`src/rtl/mem_rd_sequencer.sv`:
```
// Read-request sequencer: buffers user read requests in a 2-entry FIFO, drives the
// memory rd/addr strobe for RD_HOLD cycles and returns the sampled data on a response channel.
module mem_rd_sequencer #(
  parameter int AW         = 8,
  parameter int DW         = 8,
  parameter int RD_HOLD    = 2,
  parameter int RD_LATENCY = 1
) (
  input  logic          clk,
  input  logic          rst,
  input  logic          ce,
  input  logic          req_valid,
  output logic          req_ready,
  input  logic [AW-1:0] req_addr,
  output logic          rd,
  output logic [AW-1:0] addr,
  input  logic [DW-1:0] mem_rdata,
  output logic          rsp_valid,
  input  logic          rsp_ready,
  output logic [DW-1:0] rsp_data,
  output logic [AW-1:0] rsp_addr
);

  localparam int HW = $clog2(RD_HOLD + 1);
  localparam int LW = $clog2(RD_LATENCY + 1);

  localparam logic [1:0] IDLE = 2'd0;
  localparam logic [1:0] READ = 2'd1;
  localparam logic [1:0] WAIT = 2'd2;
  localparam logic [1:0] RESP = 2'd3;

  logic [1:0]    state;
  logic [HW-1:0] hold_cnt;
  logic [LW-1:0] lat_cnt;

  logic [AW-1:0] fifo_mem [2];
  logic          wptr;
  logic          rptr;
  logic [1:0]    count;
  logic          push;
  logic          pop;

  assign req_ready = !rst && ce && (count != 2'd2);
  assign push      = req_valid && req_ready;
  assign pop       = (state == IDLE) && ce && (count != 2'd0);

  // Two-entry request FIFO; a simultaneous push and pop leaves the count unchanged
  always_ff @(posedge clk or posedge rst) begin
    if (rst) begin
      fifo_mem[0] <= '0;
      fifo_mem[1] <= '0;
      wptr        <= 1'b0;
      rptr        <= 1'b0;
      count       <= 2'd0;
    end else begin
      if (push) begin
        fifo_mem[wptr] <= req_addr;
        wptr           <= ~wptr;
      end
      if (pop) begin
        rptr <= ~rptr;
      end
      case ({push, pop})
        2'b10:   count <= count + 2'd1;
        2'b01:   count <= count - 2'd1;
        default: count <= count;
      endcase
    end
  end

  // One memory read in flight at a time; addr only moves on the launch edge
  always_ff @(posedge clk or posedge rst) begin
    if (rst) begin
      state     <= IDLE;
      hold_cnt  <= '0;
      lat_cnt   <= '0;
      rd        <= 1'b0;
      addr      <= '0;
      rsp_valid <= 1'b0;
      rsp_data  <= '0;
      rsp_addr  <= '0;
    end else begin
      case (state)
        IDLE: begin
          if (pop) begin
            addr     <= fifo_mem[rptr];
            rd       <= 1'b1;
            hold_cnt <= '0;
            state    <= READ;
          end
        end
        READ: begin
          if (hold_cnt == HW'(RD_HOLD - 1)) begin
            rd      <= 1'b0;
            lat_cnt <= '0;
            state   <= WAIT;
          end else begin
            hold_cnt <= hold_cnt + 1'b1;
          end
        end
        WAIT: begin
          if (lat_cnt == LW'(RD_LATENCY - 1)) begin
            rsp_data  <= mem_rdata;
            rsp_addr  <= addr;
            rsp_valid <= 1'b1;
            state     <= RESP;
          end else begin
            lat_cnt <= lat_cnt + 1'b1;
          end
        end
        RESP: begin
          if (rsp_ready) begin
            rsp_valid <= 1'b0;
            state     <= IDLE;
          end
        end
        default: state <= IDLE;
      endcase
    end
  end

endmodule

```
`config.mk`:
```
export PLATFORM = sky130hd
export DESIGN_NAME = mem_rd_sequencer
export DESIGN_NICKNAME = d
export VERILOG_FILES = /design/src/rtl/mem_rd_sequencer.sv
export SDC_FILE = /design/constraint.sdc
export NUM_CORES = 1
export LEC_CHECK = 0
export CELL_PAD_IN_SITES_DETAIL_PLACEMENT = 2
export CELL_PAD_IN_SITES_GLOBAL_PLACEMENT = 2
export CORE_UTILIZATION = 30
export DETAILED_ROUTE_END_ITERATION = 12
export GPL_ROUTABILITY_DRIVEN = 0
export HOLD_SLACK_MARGIN = 0.12
export PLACE_DENSITY = 0.81
export SLEW_MARGIN = 30
export SYNTH_ARGS = -nofsm -noshare
export SYNTH_HDL_FRONTEND = slang
export SYNTH_SLANG_ARGS = --single-unit
```
`constraint.sdc`:
```
create_clock -name clk -period 5.2 [get_ports clk]
set_input_delay 0.52 -clock clk [delete_from_list [all_inputs] [get_ports clk]]
set_output_delay 0.52 -clock clk [all_outputs]
set_load 0.02 [all_outputs]
```
### Word-level counts from Yosys, hierarchy flattened

Cells that the tools add are included.

| word-level totals | value |
|---|---|
| output and inout port bits | 27 |
| word-level logic and storage cells | 80 |
| bits of input ports | 21 |
| register bits | 51 |

| operators by class | value |
|---|---|
| bitwise operators | 5 |
| reductions and logical operators | 20 |
| $lt $le $gt $ge | 3 |
| equality and inequality tests | 12 |
| muxes and demuxes | 23 |
| $add $sub $neg | 4 |

Operators with widths:

| kind | count |
|---|---|
| 8-bit 2-to-1 mux | 4 |
| 16-bit bitwise mux | 1 |
| 2-bit 2-to-1 mux | 6 |
| 2-bit inequality test (second input constant) | 6 |
| 2-bit nonzero test | 5 |
| 3-bit AND reduction | 3 |
| 8-bit demux with 1-bit select | 1 |
| 2-bit one-hot mux with 2 select lines | 2 |
| 2-bit one-hot mux with 4 select lines | 1 |
| 2-bit by 1-bit equality test with 1-bit output (second input constant) | 3 |
| 2-bit equality test (second input constant) | 3 |
| 1-bit logical AND | 6 |
| 1-bit one-hot mux with 2 select lines | 3 |
| 2-bit AND reduction | 3 |
| 1-bit 2-to-1 mux | 5 |
| 2-bit by 1-bit adder with 2-bit output (second input constant) | 2 |
| 2-bit greater-or-equal comparator (second input constant) | 2 |
| 1-bit NOT with 2-bit output | 2 |
| 4-bit AND reduction | 1 |
| 1-bit NOT | 3 |
| 2-bit logical NOT | 1 |
| 2-bit by 1-bit less-than comparator with 1-bit output (second input constant) | 1 |
| 2-bit by 1-bit subtractor with 2-bit output (second input constant) | 1 |
| 1-bit adder (second input constant) | 1 |
| 1-bit logical NOT | 1 |

### Longest topological paths before layout

| logic depth | value |
|---|---|
| depth after elaboration | 6 |
| depth in mapped cells | 9 |
| gate-level depth less buffers | 8 |

### Worst setup path after synthesis

OpenSTA, ideal clock, no wires.

| path | value |
|---|---|
| path type | input to register |
| start | input rst |
| end | register count[1] |
| cell stages on the path | 5 |
| slack | 3.315 ns |
| library setup time | 0.079 ns |
| arrival | 1.806 ns |
| required time | 5.121 ns |
| cells stage by stage | nand2b_1 or3b_2 ha_1 nor2_1 xor2_1 |

| on the way | value |
|---|---|
| word-level cells in the longest chain between the ends | 6 |

Ends and longest elaborated chain:

| item | line | source |
|---|---|---|
| start: declaration | 10 | `input logic rst,` |
| 1-bit logical NOT (no line) (*) | - |  |
| 1-bit logical AND (*) (2 in a row) | 43 | `assign req_ready = !rst && ce && (count != 2'd2);` |
| 1-bit logical AND (*) | 44 | `assign push = req_valid && req_ready;` |
| 2-bit by 1-bit equality test with 1-bit output or 2-bit equality test (tied branches) | 63 | `case ({push, pop})` |
| 2-bit one-hot mux with 2 select lines or 2-bit nonzero test (tied branches) | - |  |
| end signal: assignment | 64 | `2'b10: count <= count + 2'd1;` |
| end signal: assignment | 65 | `2'b01: count <= count - 2'd1;` |
| end signal: assignment | 66 | `default: count <= count;` |
| end: declaration | 39 | `logic [1:0] count;` |

Every way passes the cells marked *; elsewhere a longest branch is shown, timed or not.
A chain may end at the register's enable or synchronous reset.

### Final worst setup path

| path | value |
|---|---|
| start | input rst |
| end | output req_ready |

| on the way | value |
|---|---|
| word-level cells in the longest chain between the ends | 3 |

Ends and longest elaborated chain:

| item | line | source |
|---|---|---|
| 1-bit logical NOT (no line) | - |  |
| 1-bit logical AND (2 in a row) | 43 |  |
| end: declaration | 13 | `output logic req_ready,` |

Every way passes these cells.

==> results.ini <==
[logic_synthesis]
syn_area_per_cell_um2 = 13.5
synth_seq_cells = 50
syn_nets = 189
ys_seq_area_share_pct = 57.6
syn_inst = 161
synth_warnings = 0
netlist_area_um2 = 2170
ys_types = 28

[floorplan]
die_w_um = 87.1
fp.dieH_um = 87.1
std_cell_rows = 30
num_io_pins = 48
core-area_um2 = 6910
initial_core_util_pct = 31.4
dieArea_um2 = 7580

[clock_tree]
root_buffer = clkbuf_8
cts_made_buffers = 5
hold_buffers = 0
clock-sinks = 50
worstSkewPairLatency_ps = 300
cts_tree = done
post_cts_buffers = 0
cts_buffer_depth = 2
path_clk_slew_ps = 90
post_cts_resized = 0
htree_levels = 2

[worst_setup_path]
crit_path_top_delay_cell = clkdlybuf4s50_1
max_stage_delay_ps = 600
crit_chain = clkdlybuf4s50_1 -> nand2b_1 -> nor2_1 -> clkdlybuf4s50_1
cp_top_family = buffers and inverters
cp-start-kind = input port
arrival_ps = 2020
cpMostUsedCell = clkdlybuf4s50_1
cp.required_ps = 4680
critPathBufInv = 2
critPathMaxFanout = 4
crit_type = in2out
cp-end-kind = output port

[timing]
post-route-period-util_pct = 48.9
fin_crit_ps = 2540
fmax_mhz = 393
maxSlewViolCount = 0
slew_headroom_pct = 41.8
finClkSkew_ps = 4.76
tightest_slew_ps = 872
worst_slack_ps = 2660
setup_viol = 0
grt_setup_unrepaired = false
finalHoldViolCount = 0
timing.setup.tns_ps = 0

[global_routing]
grt_pass1_wl_mm = 8.04
grt_pass1_vias = 1567
grt_max_degree = 51
track_usage_pct = 14.2
antenna_found_initial = 0
overflow = 0

[cells_and_area]
drive_above_1_share_pct = 22.3
multiInputGateArea_um2 = 862
area_growth_pct = 31.6
fin_util_pct = 41.4
layoutNonFillerInstCount = 307
diodes = 0
fill_cells = 731
layout.nets = 238
regArea_um2 = 1250

[outcome]
status = finished clean

[worst_hold_path]
hp-class = reg2reg

[placed_design]
dp_hpwl_mm = 3.43
dp_worst_setup_slack_ps = 2640
portBuffers = 47
dp_cells = 299

[route]
vias = 1392
via_per_inst = 4.53
wl_mm = 4.76
postRouteAntennaNets = 0
drtIter0Drc = 42
wire_per_inst_um = 15.5
first_pass_iters = 4
drc = 0

[power_and_ir_drop]
p_leak_uw = 0.00124
power.density_nw_per_um2 = 629
peakVddDrop_uv = 170

[job]
maxCapViolCount = 0

[stage by stage]
step | cell area (um^2) | hold slack, ps | power, uW
after floorplan | 2170 | 478 | 1220
after global placement | 2750 | 487 | 1500
after detailed placement | 2750 | 497 | 1550
after CTS | 2860 | 519 | 1830
after global routing | 2860 | 541 | 1930
final | 2860 | 510 | 1800
[report_power, final]
part | internal (uW) | leakage, uW | switching [uW]
sequential | 576 | 0.000610 | 136
clock | 144 | 0.0000514 | 130
combinational | 432 | 0.000574 | 380
[sequential cells by signal, indices dropped and copies added, names as in the netlist]
signal     cells
rsp_data       8
state          2
wptr           1
rptr           1
fifo_mem      16
count          2
rsp_addr       8
rsp_valid      1
hold_cnt       2
addr           8
rd             1
[layout make-up]
cell class	instances	area share, %
well taps	96	4.20
inverters	9	1.27
multi-input cells	96	30.2
clock buffers	6	2.54
repair buffers	48	16.7
flip-flops and latches	50	43.8
clock inverters	2	1.31
[layout by cell type, fill, tap and decap left out, types with 3 or more instances in the layout]
cell and count:
dfrtp_1 50, ha_1 7, mux2i_1 9, inv_1 8, clkdlybuf4s50_1 47, nand2b_1 3
nor2_1 4, clkbuf_8 5, nand2_1 10, mux2_2 33, xnor2_1 4, o21ai_0 8
[cell usage after synthesis]
master	instances	area, um^2
nor4b_4	1	23.8
nor2b_1	1	6.26
o32a_1	1	10.0
o21ba_2	1	10.0
and3_1	1	6.26
o2111ai_1	1	8.76
dfrtp_1	50	1250
a41o_1	1	10.0
a31o_2	1	8.76
a22oi_1	1	7.51
nand2b_1	3	18.8
xor2_1	1	8.76
nor2_1	4	15.0
buf_2	1	5.00
mux2i_1	9	90.1
inv_1	9	33.8
ha_1	7	87.6
a31oi_1	1	6.26
mux2_2	33	372
o21ai_0	8	40.0
clkbuf_1	5	18.8
a222oi_1	1	10.0
nor3_4	1	16.3
or3b_2	1	8.76
a21oi_1	2	10.0
xnor2_1	4	35.0
nand2_1	10	37.5
o211ai_1	2	15.0
[cell families after synthesis]
group                    count (synthesis)  share of synthesized area, %
flip-flops                              50                          57.6
multiplexers                            42                          21.3
AND/OR/NAND/NOR                         22                          6.11
AO/OA/AOI/OAI                           20                          6.28
buffers and inverters                   15                          2.65
adder cells (fa/ha/maj)                  7                          4.03
XOR/XNOR                                 5                          2.02
[metal layers]
metal / track usage [%] / wire length, um / vias up
met3: 3.51 / 181 / 5
met2: 25.6 / 2490 / 28
met1: 16.6 / 2030 / 704
li1: - / - / 655
met5: 0 / 0 / -
met4: 4.09 / 55 / 0
[worst paths after layout]
check	to	from	depth (start not counted)	slack [ps]
max in group asynchronous	rsp_addr[1]	rst	2	4110
hold reg to reg	rsp_addr[1]	rsp_addr[1]	1	510
setup / recovery	req_ready	rst	4	2660
hold / removal	rsp_addr[1]	rsp_addr[1]	1	510
setup reg to reg	count[1]	state[0]	9	3160
min in group asynchronous	fifo_mem[11]	rst	2	670
(Power assumes the default switching activity.)
